--- config.mk ---
export PLATFORM = sky130hd
export DESIGN_NAME = alu_issue_queue
export DESIGN_NICKNAME = d
export VERILOG_FILES = /design/src/rtl/alu_pkg.sv /design/src/rtl/sync_fifo.sv /design/src/rtl/alu_issue_queue.sv
export SDC_FILE = /design/constraint.sdc
export NUM_CORES = 1
export LEC_CHECK = 0
export ABC_AREA = 1
export CAP_MARGIN = 20
export CORE_MARGIN = 3
export CORE_UTILIZATION = 54
export CTS_CLUSTER_DIAMETER = 30
export DETAILED_ROUTE_END_ITERATION = 12
export PLACE_DENSITY = 0.78
export SLEW_MARGIN = 10
export SYNTH_ARGS = -nofsm -noshare
export SYNTH_HDL_FRONTEND = slang
export SYNTH_SLANG_ARGS = --single-unit
--- constraint.sdc ---
create_clock -name clk -period 6.3 [get_ports clk]
set_input_delay 1.89 -clock clk [delete_from_list [all_inputs] [get_ports clk]]
set_output_delay 1.89 -clock clk [all_outputs]
set_load 0.005 [all_outputs]
--- src/rtl/alu_pkg.sv ---
// rtl/alu_pkg.sv - shared ALU widths, opcode encoding and legality helper
package alu_pkg;

  localparam int DATA_W   = 8;
  localparam int OPCODE_W = 4;

  typedef enum logic [OPCODE_W-1:0] {
    OP_ADD = 4'd0,
    OP_SUB = 4'd1,
    OP_AND = 4'd2,
    OP_OR  = 4'd3,
    OP_XOR = 4'd4,
    OP_SHL = 4'd5,
    OP_SHR = 4'd6,
    OP_CMP = 4'd7
  } opcode_t;

  function automatic logic is_legal_opcode(input logic [OPCODE_W-1:0] op);
    return op <= OP_CMP;
  endfunction

endpackage

--- src/rtl/sync_fifo.sv ---
// rtl/sync_fifo.sv - synchronous FIFO storage and pointers, no write-to-read bypass
module sync_fifo #(
  parameter int WIDTH = 8,
  parameter int DEPTH = 4
) (
  input  logic                   clk,
  input  logic                   rst,
  input  logic                   push,
  input  logic                   pop,
  input  logic [WIDTH-1:0]       wdata,
  output logic [WIDTH-1:0]       rdata,
  output logic [$clog2(DEPTH):0] level,
  output logic                   full,
  output logic                   empty
);

  localparam int AW = $clog2(DEPTH);
  localparam int LW = AW + 1;

  logic [WIDTH-1:0] mem_q [DEPTH];
  logic [AW-1:0]    wr_ptr_q, wr_ptr_d;
  logic [AW-1:0]    rd_ptr_q, rd_ptr_d;
  logic [LW-1:0]    level_q, level_d;
  logic             do_push, do_pop;

  assign full    = (level_q == LW'(DEPTH));
  assign empty   = (level_q == '0);
  assign do_push = push && !full;
  assign do_pop  = pop && !empty;
  assign level   = level_q;
  // Head is read from storage only, so a word written this edge is never visible until the next.
  assign rdata   = mem_q[rd_ptr_q];

  always_comb begin
    wr_ptr_d = wr_ptr_q;
    rd_ptr_d = rd_ptr_q;
    level_d  = level_q;
    if (do_push) wr_ptr_d = wr_ptr_q + 1'b1;
    if (do_pop)  rd_ptr_d = rd_ptr_q + 1'b1;
    case ({do_push, do_pop})
      2'b10:   level_d = level_q + 1'b1;
      2'b01:   level_d = level_q - 1'b1;
      default: level_d = level_q;
    endcase
  end

  always_ff @(posedge clk) begin
    if (rst) begin
      wr_ptr_q <= '0;
      rd_ptr_q <= '0;
      level_q  <= '0;
    end else begin
      wr_ptr_q <= wr_ptr_d;
      rd_ptr_q <= rd_ptr_d;
      level_q  <= level_d;
    end
  end

  always_ff @(posedge clk) begin
    if (do_push) mem_q[wr_ptr_q] <= wdata;
  end

endmodule

--- src/rtl/alu_issue_queue.sv ---
// rtl/alu_issue_queue.sv - command queue with opcode filter, registered ALU issue stage and drop counter
module alu_issue_queue
  import alu_pkg::*;
#(
  parameter int DEPTH = 4
) (
  input  logic                   clk,
  input  logic                   rst,
  input  logic                   in_valid,
  output logic                   in_ready,
  input  logic [DATA_W-1:0]      in_a,
  input  logic [DATA_W-1:0]      in_b,
  input  logic [OPCODE_W-1:0]    in_opcode,
  input  logic                   alu_stall,
  output logic [DATA_W-1:0]      alu_a,
  output logic [DATA_W-1:0]      alu_b,
  output logic [OPCODE_W-1:0]    alu_opcode,
  output logic                   alu_issue,
  output logic                   drop_pulse,
  output logic [7:0]             drop_count,
  output logic [$clog2(DEPTH):0] level
);

  localparam int ENTRY_W = 2 * DATA_W + OPCODE_W;

  logic               accept, legal, fifo_push, fifo_pop;
  logic [ENTRY_W-1:0] fifo_rdata;
  logic               fifo_full, fifo_empty;

  logic [DATA_W-1:0]   alu_a_q, alu_a_d, alu_b_q, alu_b_d;
  logic [OPCODE_W-1:0] alu_op_q, alu_op_d;
  logic                issue_q, issue_d;
  logic                drop_pulse_q, drop_pulse_d;
  logic [7:0]          drop_count_q, drop_count_d;

  // in_ready depends on registered occupancy only; a pop never frees a slot in the same cycle.
  assign in_ready  = !fifo_full;
  assign accept    = in_valid && in_ready;
  assign legal     = is_legal_opcode(in_opcode);
  assign fifo_push = accept && legal;
  assign fifo_pop  = !alu_stall && !fifo_empty;

  sync_fifo #(
    .WIDTH (ENTRY_W),
    .DEPTH (DEPTH)
  ) u_fifo (
    .clk   (clk),
    .rst   (rst),
    .push  (fifo_push),
    .pop   (fifo_pop),
    .wdata ({in_a, in_b, in_opcode}),
    .rdata (fifo_rdata),
    .level (level),
    .full  (fifo_full),
    .empty (fifo_empty)
  );

  always_comb begin
    alu_a_d      = alu_a_q;
    alu_b_d      = alu_b_q;
    alu_op_d     = alu_op_q;
    issue_d      = issue_q;
    drop_pulse_d = accept && !legal;
    drop_count_d = drop_count_q;
    if (!alu_stall) begin
      issue_d = fifo_pop;
      if (fifo_pop) {alu_a_d, alu_b_d, alu_op_d} = fifo_rdata;
    end
    if (drop_pulse_d && drop_count_q != 8'hFF) drop_count_d = drop_count_q + 8'd1;
  end

  always_ff @(posedge clk) begin
    if (rst) begin
      alu_a_q      <= '0;
      alu_b_q      <= '0;
      alu_op_q     <= '0;
      issue_q      <= 1'b0;
      drop_pulse_q <= 1'b0;
      drop_count_q <= '0;
    end else begin
      alu_a_q      <= alu_a_d;
      alu_b_q      <= alu_b_d;
      alu_op_q     <= alu_op_d;
      issue_q      <= issue_d;
      drop_pulse_q <= drop_pulse_d;
      drop_count_q <= drop_count_d;
    end
  end

  assign alu_a      = alu_a_q;
  assign alu_b      = alu_b_q;
  assign alu_opcode = alu_op_q;
  assign alu_issue  = issue_q;
  assign drop_pulse = drop_pulse_q;
  assign drop_count = drop_count_q;

endmodule

==> flow_summary.rst <==
.. list-table::
   :header-rows: 1

   * - Metric
     - Value
   * - Result of the run
     - completed
   * - Io pins
     - 58
   * - Via count of the first global-routing pass
     - 3,453
   * - Setup skew after layout
     - 0.005835 ns
   * - Most frequent cells after synthesis
     - 105 x nor2_1, 80 x edfxtp_1, 70 x nand2_1
   * - Register clock-pin slew on the reported worst setup and hold paths
     - 0.06 ns
   * - Top cell type's share of synthesized area
     - 0.5043
   * - Number of core rows
     - 33
   * - Placeable Area
     - 8382 µm²
   * - DIE WIDTH
     - 99.92 µm
   * - Met2 layer usage reported by global route
     - 0.3797
   * - FFs w/ async S/R, synth
     - 0
   * - Average routed wire per standard cell
     - 15.87 µm
   * - Later-pin clock latency in the skew report
     - 0.52 ns
   * - Synthesized cell area
     - 4763 µm²
   * - Area of the die
     - 9984 µm²
   * - Cells taking the most area after synthesis
     - edfxtp_1 50%, dfxtp_1 16%, nor2_1 8.3%
   * - Required time of the critical path
     - 6.75 ns
   * - Max cap viols
     - 0
   * - Setup bufs post-CTS
     - 0
   * - Switching Share
     - 0.2681
   * - Average size of a mapped cell
     - 10.27 µm²
   * - Internal Power
     - 1.830 mW
   * - GR met3 Demand/Resource
     - 0.05420
   * - Power share of the combinational group
     - 0.201
   * - Clock sink total
     - 117
   * - Via/cell ratio
     - 5.297
   * - Die height
     - 99.92 µm
   * - Number of different library cells in the post-synthesis netlist
     - 25
   * - Headroom to the max-slew limit
     - 0.3388
   * - Buffers on Ports
     - 57
   * - Detailed Route Iter0 Violations
     - 218
   * - Worst-case vdd ir drop
     - 242.6 µV
   * - Number of gates resized after CTS
     - 0
   * - Sequential power share
     - 0.378
   * - Arrival time of the worst setup path
     - 4.32 ns
   * - Clk network pwr share
     - 0.421
   * - Max Freq
     - 0.2580 GHz
   * - Antenna violations before repair
     - 0
   * - Area added between synthesis and finish
     - 27.61%
   * - Measured slew at the worst slew-check pin
     - 0.9907 ns
   * - Starting density of the core
     - 0.5683
   * - HPWL after DPL
     - 5.638 mm
   * - Count of flip-flops with a built-in enable after synthesis
     - 80
   * - Post-layout net count
     - 556
   * - Ys flop type
     - edfxtp_1
   * - Leakage
     - 2.339 nW
   * - Number of hold violations in the final report
     - 0
   * - Unrepaired setup endpoints after global routing
     - false
   * - Filler cells
     - 568
   * - Inserted Clock Buffers
     - 17
   * - Number of nets still failing antenna checks after routing
     - 0
   * - Antenna diode instance count
     - 0
   * - Pin count of the biggest net entering global routing
     - 44
   * - Final weighted congestion of routability-driven global placement
     - 0.8096
   * - Number of pins exceeding their max-slew limit in the final report
     - 0
   * - DRC violation count after routing
     - 0
   * - P_sw
     - 0.6702 mW
   * - Power density over cell area
     - 411.3 nW/µm²
   * - Overall via count from detail_route
     - 3,406
   * - Wire length reported by the detailed router
     - 10.20 mm
   * - Overflow after GRT
     - 0
   * - Synth Warn #
     - 0
   * - Largest area contributor in the synthesized netlist
     - edfxtp_1
   * - Nets in the synthesized netlist
     - 495
   * - Cts hold-fix bufs
     - 0
   * - Critical-path maximum fanout
     - 25
   * - Number of levels the H-tree was split into
     - 4
   * - First-pass iteration count of the detailed router
     - 5
   * - Global-route wire length before repair
     - 16.13 mm
   * - Flip-flop and latch area
     - 3143 µm²
   * - Period Utilization, post-route
     - 0.6151
   * - Summed negative setup slack over all endpoints
     - 0 ns
   * - Critical path class
     - in -> reg
   * - Most heavily used metal layer in global routing
     - met2
   * - Buffer levels on the longest clock path
     - 2
   * - CTS Root Buffer Type
     - clkbuf_8
   * - Category of the worst setup path launch point
     - input port
   * - Multi-input combinational cell area
     - 1321 µm²
   * - Number of setup violations in the final report
     - 0
   * - Fraction of met1 tracks used by global routing
     - 0.2387
   * - Seq cells post-synth
     - 117
   * - Fraction of final layout cells with drive strength greater than 1
     - 0.1004
   * - Sum of internal, switching and leakage power
     - 2.500 mW
   * - HP Class
     - reg -> reg
   * - Most common cell in the synthesized netlist
     - nor2_1
   * - Core Util, Final
     - 0.7252
   * - CTS tree
     - built
   * - GRT Util Overall
     - 0.2128
   * - Post-synthesis instance total
     - 464
   * - Share of the yosys chip area belonging to registers
     - 0.6598
   * - Fin crit period
     - 3.875 ns
   * - Critical Path Sink Type
     - register
-- final timing paths --
path	startpoint	end	slack, ns	cells after the start
hold reg to reg	alu_issue$_SDFFE_PP0N_	alu_issue$_SDFFE_PP0N_	0.47	2
setup / recovery	alu_stall	u_fifo.level[2]$_SDFFE_PP0P_	2.42	11
setup reg to reg	u_fifo.level[2]$_SDFFE_PP0P_	u_fifo.level[2]$_SDFFE_PP0P_	3.73	11
hold / removal	alu_issue$_SDFFE_PP0N_	alu_issue$_SDFFE_PP0N_	0.47	2
-- metal layers --
metal  wire, µm  up-vias
met5          0        -
met4        156        0
met2       5402      131
met3        717       16
met1       3924     1603
li1           -     1656
-- sequential cells by signal (all words and copies together), names as in the netlist --
name	count
u_fifo.level	3
drop_pulse	1
u_fifo.mem_q	80
alu_opcode	4
alu_issue	1
u_fifo.wr_ptr_q	2
alu_a	8
u_fifo.rd_ptr_q	2
drop_count	8
alu_b	8
-- critical path, cell delays in order --
cell             delay, ns
clkdlybuf4s50_1       0.42
inv_1                 0.10
nand2_4               0.20
inv_2                 0.41
ha_1                  0.22
inv_1                 0.07
fa_1                  0.39
or2_2                 0.31
nand2_1               0.08
o21ai_0               0.07
a21oi_1               0.16
-- kinds of logic after synthesis --
kind of cell,after synthesis,synth area share
buf+inv,71,0.06488
flops,117,0.6598
compound gates,77,0.08616
simple gates,189,0.1636
xor+xnor,3,0.005517
fa+ha+maj,7,0.01996
-- placed cells by master (no fill, tap or decap), drive strengths merged --
cell / n
a21oi: 11
a31oi: 20
buf: 6
bufinv: 6
clkbuf: 17
clkdlybuf4s50: 57
clkinv: 7
clkinvlp: 2
dfxtp: 37
edfxtp: 80
fa: 1
ha: 6
inv: 50
nand2: 71
nand3: 8
nand4: 1
nor2: 108
o21ai: 46
or2: 1
xnor2: 1
xor2: 2
-- cell type report --
type                       count  share of cell area
clock inverter                15             0.03870
tap                          105             0.02161
inverter                      50             0.03088
multi-input combinational    276              0.2174
sequential                   117              0.5171
clock buffer                  17             0.06813
timing repair buffer          63              0.1062
-- power groups by stage --
| stage | clock network [mW] | logic, mW | registers [mW] |
|---|---|---|---|
| 5_1_grt | 1.09 | 0.566 | 0.953 |
| 2_1_floorplan | 0 | 0.300 | 0.957 |
| 3_3_place_gp | 0 | 0.471 | 0.957 |
| 3_5_place_dp | 0 | 0.489 | 0.960 |
| 4_1_cts | 1.06 | 0.501 | 0.945 |
| 6_report | 1.05 | 0.503 | 0.945 |
-- stage by stage --
step	std cells	cell area (µm²)	setup slack [ns]	hold slack [ns]
after floorplan	464	4763	2.866	0.4467
after global placement	607	5369	2.018	0.4453
after detailed placement	607	5369	1.931	0.4660
after CTS	639	6018	2.436	0.4736
after global routing	643	6078	2.230	0.5049
final	643	6078	2.425	0.4656
Power figures use the tool's default switching activity.
